### src/rtl/shift_reg_n.sv
// ---------------------------------------------------------------------------
// shift_reg_n
//
// Parametrised universal shift register with a built-in serial-transmit
// sequencer. In IDLE the register holds, loads, shifts left/right or
// (optionally) rotates according to mode. A start pulse in IDLE launches a
// WIDTH-bit LSB-first transmit on sout, flagged by busy and followed by a
// one-cycle done pulse.
//
// Optional feature macro: SHREG_ROTATE_EN
//   defined   -> modes 3'b100 / 3'b101 rotate left / right
//   undefined -> those modes hold and no rotate mux is built
//
// Parameters:
//   WIDTH      register width in bits (>= 2)
//   RESET_VAL  value of q after reset
//
// Ports:
//   clk    in   1      rising-edge clock
//   reset  in   1      asynchronous, active-high reset
//   mode   in   3      register operation, sampled only in IDLE
//   d      in   WIDTH  parallel load data
//   sin_l  in   1      serial input into bit 0 on shift-left
//   sin_r  in   1      serial input into bit WIDTH-1 on shift-right/transmit
//   start  in   1      request a serial transmit
//   q      out  WIDTH  register contents
//   sout   out  1      serial output, equal to q[0]
//   busy   out  1      transmit in progress
//   done   out  1      one-cycle pulse after a transmit
// ---------------------------------------------------------------------------
module shift_reg_n #(
    parameter int unsigned        WIDTH     = 8,
    parameter logic [WIDTH-1:0]   RESET_VAL = '0
) (
    input  logic             clk,
    input  logic             reset,
    input  logic [2:0]       mode,
    input  logic [WIDTH-1:0] d,
    input  logic             sin_l,
    input  logic             sin_r,
    input  logic             start,
    output logic [WIDTH-1:0] q,
    output logic             sout,
    output logic             busy,
    output logic             done
);

    localparam int unsigned    CW       = $clog2(WIDTH + 1);
    localparam logic [CW-1:0]  CNT_LAST = CW'(WIDTH - 1);

    // Encoding chosen so busy and done are each a single state bit, which
    // keeps both outputs glitch-free straight off the state register.
    typedef enum logic [1:0] {
        StIdle  = 2'b00,
        StShift = 2'b01,
        StDone  = 2'b10
    } state_e;

    state_e           state_q, state_d;
    logic [CW-1:0]    cnt_q, cnt_d;
    logic [WIDTH-1:0] q_d;

    // State register
    always_ff @(posedge clk or posedge reset) begin
        if (reset) begin
            state_q <= StIdle;
            cnt_q   <= '0;
            q       <= RESET_VAL;
        end else begin
            state_q <= state_d;
            cnt_q   <= cnt_d;
            q       <= q_d;
        end
    end

    // Next-state logic
    always_comb begin
        state_d = state_q;
        cnt_d   = cnt_q;
        q_d     = q;
        case (state_q)
            StIdle: begin
                if (start) begin
                    // start has priority over mode; q holds this cycle
                    state_d = StShift;
                    cnt_d   = '0;
                end else begin
                    case (mode)
                        3'b001: q_d = d;
                        3'b010: q_d = {q[WIDTH-2:0], sin_l};
                        3'b011: q_d = {sin_r, q[WIDTH-1:1]};
`ifdef SHREG_ROTATE_EN
                        3'b100: q_d = {q[WIDTH-2:0], q[WIDTH-1]};
                        3'b101: q_d = {q[0], q[WIDTH-1:1]};
`endif
                        default: q_d = q;
                    endcase
                end
            end
            StShift: begin
                q_d = {sin_r, q[WIDTH-1:1]};
                if (cnt_q == CNT_LAST) begin
                    // counter parks at WIDTH-1 rather than wrapping
                    state_d = StDone;
                end else begin
                    cnt_d = cnt_q + CW'(1);
                end
            end
            StDone: begin
                state_d = StIdle;
                cnt_d   = '0;
            end
            default: begin
                state_d = StIdle;
                cnt_d   = '0;
            end
        endcase
    end

    // Output logic
    always_comb begin
        sout = q[0];
        busy = state_q[0];
        done = state_q[1];
    end

endmodule

### config.mk
export PLATFORM = sky130hd
export DESIGN_NAME = shift_reg_n
export DESIGN_NICKNAME = d
export VERILOG_FILES = /design/src/rtl/shift_reg_n.sv
export SDC_FILE = /design/constraint.sdc
export NUM_CORES = 1
export LEC_CHECK = 0
export ABC_AREA = 1
export CORE_ASPECT_RATIO = 0.9
export CORE_MARGIN = 10
export CORE_UTILIZATION = 50
export CTS_BUF_LIST = sky130_fd_sc_hd__clkbuf_16
export CTS_CLUSTER_DIAMETER = 60
export DETAILED_ROUTE_END_ITERATION = 8
export DONT_BUFFER_PORTS = 1
export GPL_TIMING_DRIVEN = 0
export PLACE_DENSITY = 0.77
export SYNTH_ARGS = -nofsm -noshare
export SYNTH_HDL_FRONTEND = slang
export SYNTH_SLANG_ARGS = --single-unit
### constraint.sdc
create_clock -name clk -period 3.93 [get_ports clk]
set_clock_uncertainty 0.15 [all_clocks]
set_input_delay 0.786 -clock clk [delete_from_list [all_inputs] [get_ports clk]]
set_output_delay 0.786 -clock clk [all_outputs]
set_load 0.005 [all_outputs]
Word level (Yosys, flattened, before mapping)
Cells that the tools add are included.
{"block": "op_classes", "eq_ne": 10, "reduce_logical": 5, "mux": 9, "addsub": 1}
{"op": "one-hot mux 8 bit (3 select lines)", "count": 1}
{"op": "one-hot mux 8 bit (2 select lines)", "count": 1}
{"op": "two-way mux 4 bit", "count": 2}
{"op": "two-way mux 8 bit", "count": 1}
{"op": "inequality test 2 bit (second input constant)", "count": 4}
{"op": "one-hot mux 4 bit (2 select lines)", "count": 1}
{"op": "equality test 3 x 2 -> 1 bit (second input constant)", "count": 2}
{"op": "adder 4 x 1 -> 4 bit (second input constant)", "count": 1}
{"op": "equality test 4 x 3 -> 1 bit (second input constant)", "count": 1}
{"op": "two-way mux 2 bit", "count": 2}
{"op": "inequality test 4 x 1 -> 1 bit (second input constant)", "count": 1}
{"op": "one-hot mux 2 bit (2 select lines)", "count": 1}
{"op": "AND reduction 2 bit", "count": 2}
{"op": "equality test 3 x 1 -> 1 bit (second input constant)", "count": 1}
{"op": "AND reduction 3 bit", "count": 1}
{"op": "equality test 2 x 1 -> 1 bit (second input constant)", "count": 1}
{"op": "logical NOT 2 bit", "count": 1}
{"op": "nonzero test 2 bit", "count": 1}
{"block": "totals", "wordCells": 28, "output_inout_bits": 11, "regBits": 14}

Longest topological paths before layout
{"block": "logic_depth", "depth_word": 4, "mapped_depth": 7, "ltp_nobuf": 7}

Least setup slack after synthesis
OpenSTA, ideal clock, no wires.
{"block": "synth_path", "path_type": "input-to-reg", "from": "input port mode[2]", "to": "register q[0]", "path_buffers": 0, "required_ns": 3.658, "slack_ns": 2.358, "arrival_ns": 1.300, "path_stages": 6, "path_cell_list": "inv_2 nand2_1 nand3_4 nand2_4 nor2_1 a21oi_1"}
{"block": "synth_between", "elab_chain_len": 4, "elab_cells_between_ends": 8, "cone_classes": "4 x eq/ne; 3 x mux; 1 x reduce/logical"}
{"element": "start, declared", "line_no": "37", "rtl": "input logic [2:0] mode,"}
{"element": "equality test 3 x 2 -> 1 bit / equality test 3 x 1 -> 1 bit (equally long branches)", "line_no": "88", "rtl": "case (mode)"}
{"element": "one-hot mux 8 bit (3 select lines)", "line_no": "88"}
{"element": "two-way mux 8 bit", "line_no": "83", "rtl": "if (start) begin"}
{"element": "one-hot mux 8 bit (2 select lines)", "line_no": "81", "rtl": "case (state_q)"}
{"element": "end signal, assigned", "line_no": "72", "rtl": "q <= q_d;"}
{"element": "end, declared", "line_no": "42", "rtl": "output logic [WIDTH-1:0] q,"}
Parallel ways exist; a longest one is shown, timed or not. The select of a mux whose other input is x is not followed.
A chain may end at the register's enable or synchronous reset.

Worst setup path after layout
{"block": "layout_path", "from": "register q[0]", "to": "output port q[0]"}
No word-level cell between the ends.

==> run summary <==
Cell Chain, Critical Path = buf_4
Area grow syn2layout = 11.2%
CTS tree = done
Grt ovf = 0
Family with the most delay on the worst path = flip-flops
Setup Viol. Count Final = 0
DR WL/cell = 15.5 um
Antenna violations before repair = 0
Placer congestion estimate = 0.831
Vias = 868
Yosys warning count = 0
Clk sink count = 14
Max Fclk = 573 MHz
Io pins = 27
Register bit total from synthesis = 14
Final-stage net count = 153
Die width = 65.6 um
Post-route DRC = 0
Die Y = 61.1 um
Worst hold path type = in -> async
Max Cap Viol = 0
DIE AREA = 4010 um^2
Total GRT Usage = 0.132
Post-detail-place hpwl = 1.75 mm
Status = finished, final reports clean
Clock Tree Root = clkbuf_16
Crit Path Class = reg -> out
Post-CTS repair timing setup buffer count = 0
Setup_tns = 0 ns
Largest net degree at the start of global routing = 15
Number of fill cells = 169
Worst-skew pair later-pin latency = 0.24 ns
Number of buffers and inverters on the critical path = 1
CP Launch Type = flip-flop
Worst vdd ir = 0.397 mV
Dpl ws = 2.21 ns
Number of buffers created by CTS = 3
Footprint of the multi-input gates = 489 um^2
Fin. max-slew vios = 0
CP max-delay cell = dfrtp_1
Initial DRT Pass Iterations = 4
Share of layout cells above drive strength 1 = 0.149
PostCTS Resize Cnt = 0
Total wire length = 2.45 mm
Data required, critical path = 2.99 ns
Worst slew margin = 0.623
Total leakage power = 0.000525 uW
Syn Inst Count = 131
Row count = 14
Mapped Nets = 148
Final worst slack = 2.19 ns
Initial Util = 0.546
Vias per Instance = 5.49
Register area = 350 um^2
Number of inserted diodes = 0
Fin crit share = 0.444
Period minus WS final = 1.74 ns
Post-route ant nets = 0
Worst Tran Pin Value = 0.564 ns
Vias in the first global route = 898
Setup crit end kind = primary output
IO buf count = 0
Crit-path max cell delay = 0.41 ns
Hold Violations, Final = 0
Hold_buf cts = 0
Synth unique cells = 22
H-tree depth = 1
CTS Buffer Depth = 2
Netlist Area Pre-Place = 937 um^2
Sequential fraction of the synthesis area = 0.374
CP arrival = 0.81 ns
Total core area = 1720 um^2
DR iter-0 viols = 45
Power per cell area = 826 nW/um^2
Synth Area per Inst = 7.15 um^2
Clock transition at path regs = 0.05 ns
Critical path peak fanout = 4
Unrepaired setup endpoints after global routing = false
First-pass GRT wire length = 4.08 mm
==> area by class of cell <==
cell class,instances,share of cell area
Tap cell,24,0.0288
Buffer,3,0.0288
Inverter,18,0.0648
Sequential cell,14,0.336
Multi-Input combinational cell,96,0.469
Clock buffer,3,0.0720
==> synthesized netlist by cell type (all sizes together) <==
library cell,count,area [um^2]
nand4,1,6.26
a21oi,25,136
buf,3,30.0
nand3,13,82.6
o21ai,3,18.8
clkinv,1,3.75
o31ai,1,12.5
nand2,40,168
dfrtp,14,350
inv,17,63.8
ha,1,12.5
nor2,12,52.6
==> sequential cells by signal, indices dropped and copies added (netlist names) <==
register and count:
state_q 2, q 8, cnt_q 4
==> logic make-up after synthesis <==
kind of cell,Yosys count,share of synthesized area
buf+inv,21,0.104
simple gates,66,0.330
fa+ha+maj,1,0.0133
compound gates,29,0.179
flops,14,0.374
==> cells in the final DEF (no fill, tap or decap) <==
cell,synthesis,routed
nand2_4,2,2
nand2_1,37,37
a21oi_1,24,24
nor2_4,1,1
a21oi_4,1,1
nor2_1,11,11
buf_4,1,1
dfrtp_1,14,14
inv_2,5,5
nand2_2,1,1
o21ai_2,1,1
o21ai_1,1,1
buf_6,2,2
ha_1,1,1
o21ai_0,1,1
nand3_4,1,1
clkinv_1,1,1
nand3_1,11,11
nand3_2,1,1
o31ai_2,1,1
clkbuf_16,0,3
nand4_1,1,1
inv_1,12,12
==> report_power, final <==
group	leakage, uW	total (uW)	switching, uW	internal, uW
clock	0.0000370	192	58.7	133
combinational	0.000322	360	214	146
sequential	0.000166	309	92.0	217
==> path summary, 6_finish.rpt <==
kind                                 startpoint                    to  slack [ns]  cells past startpoint
setup / recovery               q[0]$_DFFE_PP0P_                  q[0]        2.19                      1
hold / removal                            reset  cnt_q[3]$_DFFE_PP0P_        0.33                      1
setup reg to reg           cnt_q[0]$_DFFE_PP0P_  cnt_q[2]$_DFFE_PP0P_        2.47                      7
hold reg to reg            cnt_q[3]$_DFFE_PP0P_  cnt_q[3]$_DFFE_PP0P_        0.38                      2
max in group asynchronous                 reset      q[0]$_DFFE_PP0P_        2.93                      1
min in group clk           cnt_q[3]$_DFFE_PP0P_  cnt_q[3]$_DFFE_PP0P_        0.38                      2
==> through the flow <==
step | area (um^2) | power, uW | utilization | hold slack, ns | std cells
4_1_cts | 1040 | 864 | 0.607 | 0.356 | 158
6_report | 1040 | 861 | 0.607 | 0.334 | 158
3_3_place_gp | 967 | 648 | 0.563 | 0.352 | 155
5_1_grt | 1040 | 935 | 0.607 | 0.366 | 158
3_5_place_dp | 967 | 666 | 0.563 | 0.366 | 155
2_1_floorplan | 937 | 580 | - | 0.330 | 131
==> per-layer routing <==
metal / part of all wire / up-vias / GRT usage / wire [um]
met4: 0.021 / 0 / 0.0701 / 51
met2: 0.45 / 36 / 0.198 / 1110
li1: - / 430 / - / -
met3: 0.12 / 8 / 0.0690 / 294
met5: 0 / - / 0 / 0
met1: 0.41 / 394 / 0.151 / 992
Note: power is estimated with default switching activity, not from simulation.
